File: src/rtl/tcp_rx_header_parser.sv
// tcp_rx_header_parser
//   Parses the fixed 20-byte TCP header from an IPv4 payload stream, skips
//   options, forwards the segment payload one cycle late, and closes every
//   forwarded frame with exactly one out_commit or out_drop pulse.
//
//   Build option: define TCP_RX_CHECKSUM_EN to compute and check the TCP
//   checksum (pseudo-header included). Without it, a frame that passes the
//   structural checks always commits, with identical timing.
//
//   Ports
//     clk, rst                  clock, async active-high reset
//     in_start                  new IPv4 packet begins
//     in_headers_valid          IPv4 fields below valid (pulse)
//     in_protocol_is_tcp        IPv4 protocol == 6
//     in_payload_len            IPv4 payload length in bytes
//     in_src_ip, in_dst_ip      IPv4 addresses
//     in_data_valid/bytes_valid/data   payload word stream, MSB-first
//     in_commit, in_drop        IPv4 frame ended good/bad
//     out_start                 frame begins
//     out_headers_valid         TCP header outputs valid (pulse)
//     out_src_port..out_window  latched TCP header fields
//     out_src_ip                latched IPv4 source address
//     out_payload_len           TCP payload length in bytes
//     out_data_valid/bytes_valid/data  forwarded payload stream
//     out_commit, out_drop      frame accepted/rejected
module tcp_rx_header_parser (
   input  logic        clk,
   input  logic        rst,
   input  logic        in_start,
   input  logic        in_headers_valid,
   input  logic        in_protocol_is_tcp,
   input  logic [15:0] in_payload_len,
   input  logic [31:0] in_src_ip,
   input  logic [31:0] in_dst_ip,
   input  logic        in_data_valid,
   input  logic [2:0]  in_bytes_valid,
   input  logic [31:0] in_data,
   input  logic        in_commit,
   input  logic        in_drop,
   output logic        out_start,
   output logic        out_headers_valid,
   output logic [15:0] out_src_port,
   output logic [15:0] out_dst_port,
   output logic [31:0] out_seq,
   output logic [31:0] out_ack,
   output logic [8:0]  out_flags,
   output logic [15:0] out_window,
   output logic [31:0] out_src_ip,
   output logic [15:0] out_payload_len,
   output logic        out_data_valid,
   output logic [2:0]  out_bytes_valid,
   output logic [31:0] out_data,
   output logic        out_commit,
   output logic        out_drop
);

   typedef enum logic [3:0] {
      IDLE, WAIT_HDR, HDR0, HDR1, HDR2, HDR3, HDR4, OPTIONS, PAYLOAD, FINISH, ABORT
   } state_t;

   state_t      state;
   logic [15:0] len_q;
   logic [31:0] sip_q;
   logic [15:0] sport_q, dport_q;
   logic [31:0] seq_q, ack_q;
   logic [3:0]  doff_q;
   logic [8:0]  flags_q;
   logic [15:0] win_q;
   logic [3:0]  opt_left;
   logic [15:0] hdr_bytes_in;
   logic [15:0] hdr_bytes_q;
   logic        sum_ok;

   assign hdr_bytes_in = {10'd0, in_data[31:28], 2'b00};
   assign hdr_bytes_q  = {10'd0, doff_q, 2'b00};

`ifdef TCP_RX_CHECKSUM_EN
   logic [31:0] acc;
   logic [31:0] mask;
   logic [31:0] masked;
   logic [31:0] word_sum;
   logic [31:0] pseudo_sum;
   logic [16:0] fold1;
   logic [15:0] fold2;

   // Bytes past in_bytes_valid are zeroed so an odd tail pads correctly.
   always_comb begin
      case (in_bytes_valid)
         3'd1:    mask = 32'hFF00_0000;
         3'd2:    mask = 32'hFFFF_0000;
         3'd3:    mask = 32'hFFFF_FF00;
         default: mask = 32'hFFFF_FFFF;
      endcase
   end

   assign masked     = in_data & mask;
   assign word_sum   = {16'd0, masked[31:16]} + {16'd0, masked[15:0]};
   assign pseudo_sum = {16'd0, in_src_ip[31:16]} + {16'd0, in_src_ip[15:0]}
                     + {16'd0, in_dst_ip[31:16]} + {16'd0, in_dst_ip[15:0]}
                     + 32'd6 + {16'd0, in_payload_len};
   // Two folds suffice: fold1 <= 0x1FFFE, so fold2 never carries out.
   assign fold1  = {1'b0, acc[15:0]} + {1'b0, acc[31:16]};
   assign fold2  = fold1[15:0] + {15'd0, fold1[16]};
   assign sum_ok = (fold2 == 16'hFFFF);
`else
   logic unused_dst_ip;
   assign unused_dst_ip = ^in_dst_ip;
   assign sum_ok = 1'b1;
`endif

   always_ff @(posedge clk or posedge rst) begin
      if (rst) begin
         state             <= IDLE;
         len_q             <= '0;
         sip_q             <= '0;
         sport_q           <= '0;
         dport_q           <= '0;
         seq_q             <= '0;
         ack_q             <= '0;
         doff_q            <= '0;
         flags_q           <= '0;
         win_q             <= '0;
         opt_left          <= '0;
         out_start         <= 1'b0;
         out_headers_valid <= 1'b0;
         out_src_port      <= '0;
         out_dst_port      <= '0;
         out_seq           <= '0;
         out_ack           <= '0;
         out_flags         <= '0;
         out_window        <= '0;
         out_src_ip        <= '0;
         out_payload_len   <= '0;
         out_data_valid    <= 1'b0;
         out_bytes_valid   <= '0;
         out_data          <= '0;
         out_commit        <= 1'b0;
         out_drop          <= 1'b0;
`ifdef TCP_RX_CHECKSUM_EN
         acc               <= '0;
`endif
      end else begin
         out_start         <= 1'b0;
         out_headers_valid <= 1'b0;
         out_data_valid    <= 1'b0;
         out_commit        <= 1'b0;
         out_drop          <= 1'b0;
         case (state)
            IDLE: begin
               if (in_start) begin
                  state     <= WAIT_HDR;
                  out_start <= 1'b1;
               end
            end
            // acc already holds the final word; fold and decide here.
            FINISH: begin
               out_commit <= sum_ok;
               out_drop   <= !sum_ok;
               state      <= IDLE;
            end
            // out_drop was raised on entry; this cycle just returns home.
            ABORT: state <= IDLE;
            default: begin
               if (in_start || in_drop) begin
                  state <= ABORT; out_drop <= 1'b1;
               end else if (state == WAIT_HDR) begin
                  if (in_commit) begin
                     state <= ABORT; out_drop <= 1'b1;
                  end else if (in_headers_valid) begin
                     if (!in_protocol_is_tcp || in_payload_len < 16'd20) begin
                        state <= ABORT; out_drop <= 1'b1;
                     end else begin
                        len_q <= in_payload_len;
                        sip_q <= in_src_ip;
`ifdef TCP_RX_CHECKSUM_EN
                        acc   <= pseudo_sum;
`endif
                        state <= HDR0;
                     end
                  end
               end else if (state == OPTIONS || state == PAYLOAD) begin
                  if (in_data_valid) begin
`ifdef TCP_RX_CHECKSUM_EN
                     acc <= acc + word_sum;
`endif
                     if (state == PAYLOAD) begin
                        out_data_valid  <= 1'b1;
                        out_data        <= in_data;
                        out_bytes_valid <= in_bytes_valid;
                     end else begin
                        opt_left <= opt_left - 4'd1;
                        if (opt_left == 4'd1) state <= PAYLOAD;
                     end
                  end
                  // A commit alongside the last word still sums it first.
                  if (in_commit) state <= FINISH;
               end else begin
                  // HDR0..HDR4: commit is legal only with the HDR4 word.
                  if (in_commit && (state != HDR4 || !in_data_valid)) begin
                     state <= ABORT; out_drop <= 1'b1;
                  end else if (in_data_valid) begin
                     if (in_bytes_valid != 3'd4) begin
                        state <= ABORT; out_drop <= 1'b1;
                     end else begin
`ifdef TCP_RX_CHECKSUM_EN
                        acc <= acc + word_sum;
`endif
                        case (state)
                           HDR0: begin
                              sport_q <= in_data[31:16];
                              dport_q <= in_data[15:0];
                              state   <= HDR1;
                           end
                           HDR1: begin
                              seq_q <= in_data;
                              state <= HDR2;
                           end
                           HDR2: begin
                              ack_q <= in_data;
                              state <= HDR3;
                           end
                           HDR3: begin
                              if (in_data[31:28] < 4'd5 || hdr_bytes_in > len_q) begin
                                 state <= ABORT; out_drop <= 1'b1;
                              end else begin
                                 doff_q  <= in_data[31:28];
                                 flags_q <= in_data[24:16];
                                 win_q   <= in_data[15:0];
                                 state   <= HDR4;
                              end
                           end
                           default: begin
                              out_headers_valid <= 1'b1;
                              out_src_port      <= sport_q;
                              out_dst_port      <= dport_q;
                              out_seq           <= seq_q;
                              out_ack           <= ack_q;
                              out_flags         <= flags_q;
                              out_window        <= win_q;
                              out_src_ip        <= sip_q;
                              out_payload_len   <= len_q - hdr_bytes_q;
                              opt_left          <= doff_q - 4'd5;
                              if (in_commit)            state <= FINISH;
                              else if (doff_q > 4'd5)   state <= OPTIONS;
                              else                      state <= PAYLOAD;
                           end
                        endcase
                     end
                  end
               end
            end
         endcase
      end
   end

endmodule

File: config.mk
export PLATFORM = sky130hd
export DESIGN_NAME = tcp_rx_header_parser
export DESIGN_NICKNAME = d
export VERILOG_FILES = /design/src/rtl/tcp_rx_header_parser.sv
export SDC_FILE = /design/constraint.sdc
export NUM_CORES = 1
export LEC_CHECK = 0
export CORE_ASPECT_RATIO = 0.75
export CORE_MARGIN = 4
export CORE_UTILIZATION = 45
export DETAILED_ROUTE_END_ITERATION = 8
export PLACE_DENSITY = 0.79
export SYNTH_ARGS = -nofsm -noshare
export SYNTH_HDL_FRONTEND = slang
export SYNTH_SLANG_ARGS = --single-unit
export TNS_END_PERCENT = 20
File: constraint.sdc
create_clock -name clk -period 34.1 [get_ports clk]
set_input_delay 10.23 -clock clk [delete_from_list [all_inputs] [get_ports clk]]
set_output_delay 10.23 -clock clk [all_outputs]
set_load 0.1 [all_outputs]
==> flow_metrics.tcl, run 1 <==
set metrics [dict create \
    switching_share_pct 35.19 \
    grt_overflow_total 0 \
    synth-compound-area-share_pct 3.382 \
    cts_tree "built" \
    syn_area_per_cell_um2 11.62 \
    drive_gt1_share_pct 17.01 \
    grt_first_pass_wirelength_um 63150 \
    finalMaxSlewViolations 0 \
    slowest_delay_ns 0.73 \
    cpMostUsedCell "nand2_1" \
    insertion_delay_ns 0.53 \
    period_needed_ns 13.38 \
    path_cells "clkdlybuf4s50_1 > or4b_1 > o41ai_4 > nand4_4 > nand2b_4 > inv_4 > buf_4 > nand2_1 > nand2_1" \
    synth_ff_type "dfrtp_1" \
    synthAdderAreaFrac_pct 1.080 \
    finalWirelength_um 39500 \
    netlist_instances 1356 \
    clockBufferDepth 3 \
    cp_max_fo 92 \
    highest_layer "met4" \
    cts_resized 0 \
    netlist_area_um2 15760 \
    fp.coreArea_um2 34620 \
    finalClockSkew_ns 0.01974 \
    wl_met1_um 17490 \
    final-setup-viol-count 0 \
    period_share_pct 39.24 \
    start_kind "input port" \
    yosys_warnings 0 \
    maxCapViolCount 0 \
    wl_per_cell_um 18.62 \
    clock-root-buffer "clkbuf_16" \
    async_reset_ff_share_pct 100.0 \
    grt_usage_pct 20.57 \
    place.gp.congestion 0.8499 \
    n_antenna_cell 0 \
    cts_sinks 390 \
    finalHoldViolations 0 \
    combPwrFrac_pct 26.8 \
    synth_top_area_share_pct 61.92 \
    grt_max_degree 177 \
    end_kind "register" \
    synth_seq_cells 390 \
    status "completed" \
    drtAntennaViolNets 0 \
    nets 1771 \
    yosys.area.top_type "dfrtp_1" \
    ctsHtreeMaxLevel 2 \
    synth.area.top_cells "dfrtp_1 62%, mux2_2 12%, nand2_1 12%, mux2_4 2.9%, buf_2 1.5%" \
    fillerInstances 2757 \
    synth_top_family_by_area "multiplexers" \
    dr.pass1.iters 7 \
    synth_mux_area_share_pct 15.58 \
    synth_fp_nets 1492 \
    p_int_uw 836.3 \
    drc_errors 0 \
    power_density_nw_per_um2 63.41 \
    cp_slowest_cell "buf_4" \
    fin_setup_tns_ns 0 \
    multi_input_area_um2 5613 \
    max_slew_margin_pct 26.64 \
    top_level_ports 332 \
    seq_area_frac_synth_pct 61.92 \
    io_buffers 299 \
    avgViaCountPerCell 5.154 \
    initial_core_util_pct 45.52 \
    max_freq_mhz 74.73 \
    path_class "in2reg" \
    synth_xor_area_share_pct 0.6669 \
    place_hpwl_um 25890 \
    drt_iter0_drc 831 \
    die_area_um2 38110 \
    tightest_slew_ns 1.100 \
    p_leak_uw 0.01019 \
    ir_drop_v 0.00007304 \
    fp-row-count 59 \
    cts-buffers-inserted 39 \
    synth-simple-area-share_pct 14.76 \
    crit_required_ns 34.56 \
    final_core_utilization_pct 58.78 \
    wl_met3_um 2964 \
    seq_area_um2 9759 \
    ys_types 60 \
    p_sw_uw 454.0 \
    ctsHoldBuffers 0 \
    die_h_um 170.1 \
    pre_cts_ws_ns 20.13 \
    clkTransAtPathRegs_ns 0.06 \
    setup_ws_ns 20.72 \
    arrival_ns 13.84 \
    vias 10930 \
    clock_power_share_pct 32.4 \
    hold_path_class "reg2reg" \
    rsz0062_at_grt "false" \
    areaGrowthSynthToFinish_pct 29.12 \
    route.met2.wl_um 18260 \
    grt_pass1_vias 11310 \
    sequentialPowerShare_pct 40.8 \
    synth_edf_count 0 \
    post_cts_buffers 0 \
    die_x_um 224.1 \
    antenna_found_initial 0 \
]
[cell families (layout without fill, tap and decap cells)]
kind of cell / after synthesis / after routing
XOR/XNOR: 12 / 12
adder cells (fa/ha/maj): 13 / 13
flip-flops: 390 / 390
AO/OA/AOI/OAI: 78 / 78
AND/OR/NAND/NOR: 567 / 567
buffers and inverters: 88 / 396
multiplexers: 208 / 208
[power groups by stage]
stage / clock (uW) / sequential [uW] / combinational (uW)
after floorplan: 0 / 700 / 89.2
after global placement: 0 / 531 / 342
after detailed placement: 0 / 534 / 346
after CTS: 429 / 526 / 347
after global routing: 451 / 531 / 362
final: 418 / 526 / 346
[sequential cells by signal (all words and copies together) (netlist names), 3 cells and up]
register	flops
ack_q	32
out_ack	32
out_data	32
out_seq	32
out_src_ip	32
seq_q	32
sip_q	32
dport_q	16
len_q	16
out_dst_port	16
out_payload_len	16
out_src_port	16
out_window	16
sport_q	16
win_q	16
flags_q	9
out_flags	9
doff_q	4
opt_left	4
state	4
out_bytes_valid	3
[worst paths after layout]
path | cells after the start | slack [ns] | start | end
worst min-delay path | 2 | 0.46 | win_q[15] | out_window[15]
worst max register to register | 8 | 29.78 | state[3] | out_seq[3]
worst max-delay path | 9 | 20.72 | in_commit | out_src_ip[12]
max in group asynchronous | 3 | 22.17 | rst | dport_q[3]
worst min register to register | 2 | 0.46 | win_q[15] | out_window[15]
min in group asynchronous | 2 | 10.29 | rst | out_seq[26]
[routing by layer]
metal	up-vias	GRT usage, %
met2	307	32.01
met3	63	6.122
met4	0	4.795
li1	5032	-
met1	5530	28.89
met5	-	0
[layout make-up]
class                   instances  area share [%]
clock buffers                  59           5.663
inverters                      17          0.3628
multi-input cells             878           27.58
flip-flops and latches        390           47.96
repair buffers                309           15.14
well taps                     457           2.810
clock inverters                11          0.4857
[Yosys cell counts, drive strengths merged, types with 3 or more instances]
master	count
o21ai	26
nor4	6
nand2	487
or3	4
xnor2	8
buf	57
or4b	3
dfrtp	390
o21a	3
inv	17
or4	3
clkbuf	14
nor3b	3
nand2b	12
nor2b	5
a21oi	16
ha	12
o31ai	3
mux2	208
nor2	21
nor3	8
xor2	4
a21o	4
a31oi	5
[through the flow]
step | hold slack [ns] | total power [uW] | std cells | area [um^2]
final | 0.4592 | 1290 | 2121 | 20350
after global routing | 0.4768 | 1344 | 2121 | 20350
after CTS | 0.4596 | 1302 | 2121 | 20350
after detailed placement | 0.4456 | 880.3 | 2051 | 19100
after global placement | 0.4419 | 872.7 | 2051 | 19100
after floorplan | 0.4315 | 789.7 | 1356 | 15760
[layout by cell type (no fill, tap or decap), types with 9 or more instances in the layout]
cell type	instances
nor2_1	21
a21oi_1	16
clkbuf_1	11
mux2_4	30
nand2_1	487
inv_1	14
dfrtp_1	390
clkbuf_16	40
mux2_2	172
clkdlybuf4s50_1	299
o21ai_0	26
buf_4	9
nand2b_1	11
ha_1	12
[critical path, delay by kind of cell]
| family | cells | cell delay [ns] |
|---|---|---|
| buffers and inverters | 3 | 1.99 |
| AND/OR/NAND/NOR | 5 | 1.38 |
| AO/OA/AOI/OAI | 1 | 0.14 |
No activity file was read; power rests on OpenSTA's default activity.
==> run 2, diff against run 1 <==
- clock period: 34.1 -> 14.05 ns (I/O delays scaled with it)
==> run 2 against run 1 <==
  * Core utilization is 0.20 points higher
  * Sequential share of layout area down 0.16 points
  * Flip-flop and latch count unchanged
  * Clock power increased to 2.5 times the previous value
  * Power is 150% higher
  * Highest routed layer unchanged
==> flow_metrics.tcl, run 2 (synthesized netlist as in run 1, its figures left out) <==
set metrics [dict create \
    status "completed" \
    layout_common_cells "487 x nand2_1, 390 x dfrtp_1, 299 x clkdlybuf4s50_1" \
    clkTransAtPathRegs_ns 0.06 \
    layout_commonest_cell "nand2_1" \
    io_buffers 299 \
    cts_tree "built" \
    wl_per_cell_um 18.33 \
    final-setup-viol-count 0 \
    areaGrowthSynthToFinish_pct 29.56 \
    ctsHoldBuffers 0 \
    grt_usage_pct 20.14 \
    post_cts_buffers 0 \
    initial_core_util_pct 45.52 \
    p_total_uw 3166 \
    multi_input_area_um2 5613 \
    maxCapViolCount 0 \
    fillerInstances 2761 \
    period_needed_ns 8.284 \
    antenna_found_initial 0 \
    p_leak_uw 0.01021 \
    power_density_nw_per_um2 155.0 \
    max_freq_mhz 120.7 \
    place_inst 2053 \
    finalMaxSlewViolations 0 \
    nets 1773 \
    place.gp.congestion 0.8353 \
    rr_startpoint "state[3]" \
    cts_sinks 390 \
    end_kind "register" \
    grt_overflow_total 0 \
    rsz0062_at_grt "false" \
    cp-startpoint "in_commit" \
    top_level_ports 332 \
    max_slew_margin_pct 23.10 \
    die_x_um 224.1 \
    die_h_um 170.1 \
    clock-root-buffer "clkbuf_16" \
    pre_cts_ws_ns 5.347 \
    setup_ws_ns 5.766 \
    drt_iter0_drc 731 \
    tightest_slew_ns 1.153 \
    hold_path_class "reg2reg" \
    start_kind "input port" \
    place_hpwl_um 25530 \
    die_area_um2 38110 \
    seq_area_um2 9759 \
    grt_pass1_vias 11280 \
    path_class "in2reg" \
    fin_setup_tns_ns 0 \
    arrival_ns 8.74 \
    grt_first_pass_wirelength_um 61840 \
    ir_drop_v 0.0001539 \
    cts-buffers-inserted 39 \
    cts_resized 0 \
    final_cell_count_no_fill 2121 \
    fp.coreArea_um2 34620 \
    ctsHtreeMaxLevel 2 \
    fp-row-count 59 \
    crit_required_ns 14.50 \
    drc_errors 0 \
    period_share_pct 58.96 \
    finalClockSkew_ns 0.008579 \
    n_antenna_cell 0 \
    insertion_delay_ns 0.52 \
    cp_max_fo 89 \
    finalHoldViolations 0 \
    drive_gt1_share_pct 17.31 \
    finalWirelength_um 38870 \
    vias 10950 \
    dr.pass1.iters 5 \
    drtAntennaViolNets 0 \
    grt_max_degree 192 \
    avgViaCountPerCell 5.162 \
    clockBufferDepth 3 \
    worstHoldStart "sip_q[18]" \
]
==> run 2: metrics by stage <==
| step | hold slack [ns] | utilization, % | cell area [um^2] |
|---|---|---|---|
| after floorplan | 0.4315 | - | 15760 |
| after global placement | 0.4404 | 55.20 | 19110 |
| after detailed placement | 0.4482 | 55.20 | 19110 |
| after CTS | 0.4643 | 58.98 | 20420 |
| after global routing | 0.4795 | 58.98 | 20420 |
| final | 0.4621 | 58.98 | 20420 |
==> run 2: path summary, 6_finish.rpt <==
| kind | to | slack (ns) | cells past startpoint |
|---|---|---|---|
| hold / removal | out_src_ip[18] | 0.46 | 2 |
| max in group asynchronous | out_src_ip[21] | 8.02 | 4 |
| min in group asynchronous | out_payload_len[11] | 4.33 | 3 |
| setup / recovery | out_flags[6] | 5.77 | 9 |
| setup reg to reg | out_flags[6] | 9.06 | 8 |
| hold reg to reg | out_src_ip[18] | 0.46 | 2 |
==> run 2: layout make-up <==
class | instances | share of cell area, %
well taps | 457 | 2.800
flip-flops and latches | 390 | 47.80
clock inverters | 11 | 0.6005
repair buffers | 311 | 15.16
clock buffers | 57 | 5.809
inverters | 17 | 0.3432
multi-input cells | 878 | 27.49
==> run 2: worst max-delay path: stages <==
cell and delay (ns):
clkdlybuf4s50_1 0.63, or4b_1 0.66, o41ai_4 0.14, nand4_4 0.23
nand2b_4 0.66, inv_4 0.89, buf_4 0.79, nand2_1 0.14
nand2_1 0.09
==> run 2: report_power, final <==
part           switching (uW)  internal [uW]  total (uW)
registers                67.7           1210        1280
clock network             425            624        1050
logic                     607            233         841
==> run 2: routing by layer <==
metal | up-vias | wire length [um] | track usage [%]
li1 | 5037 | - | -
met1 | 5556 | 16900 | 27.49
met2 | 293 | 18290 | 32.29
met3 | 63 | 2802 | 5.639
met4 | 0 | 885 | 5.170
met5 | - | 0 | 0
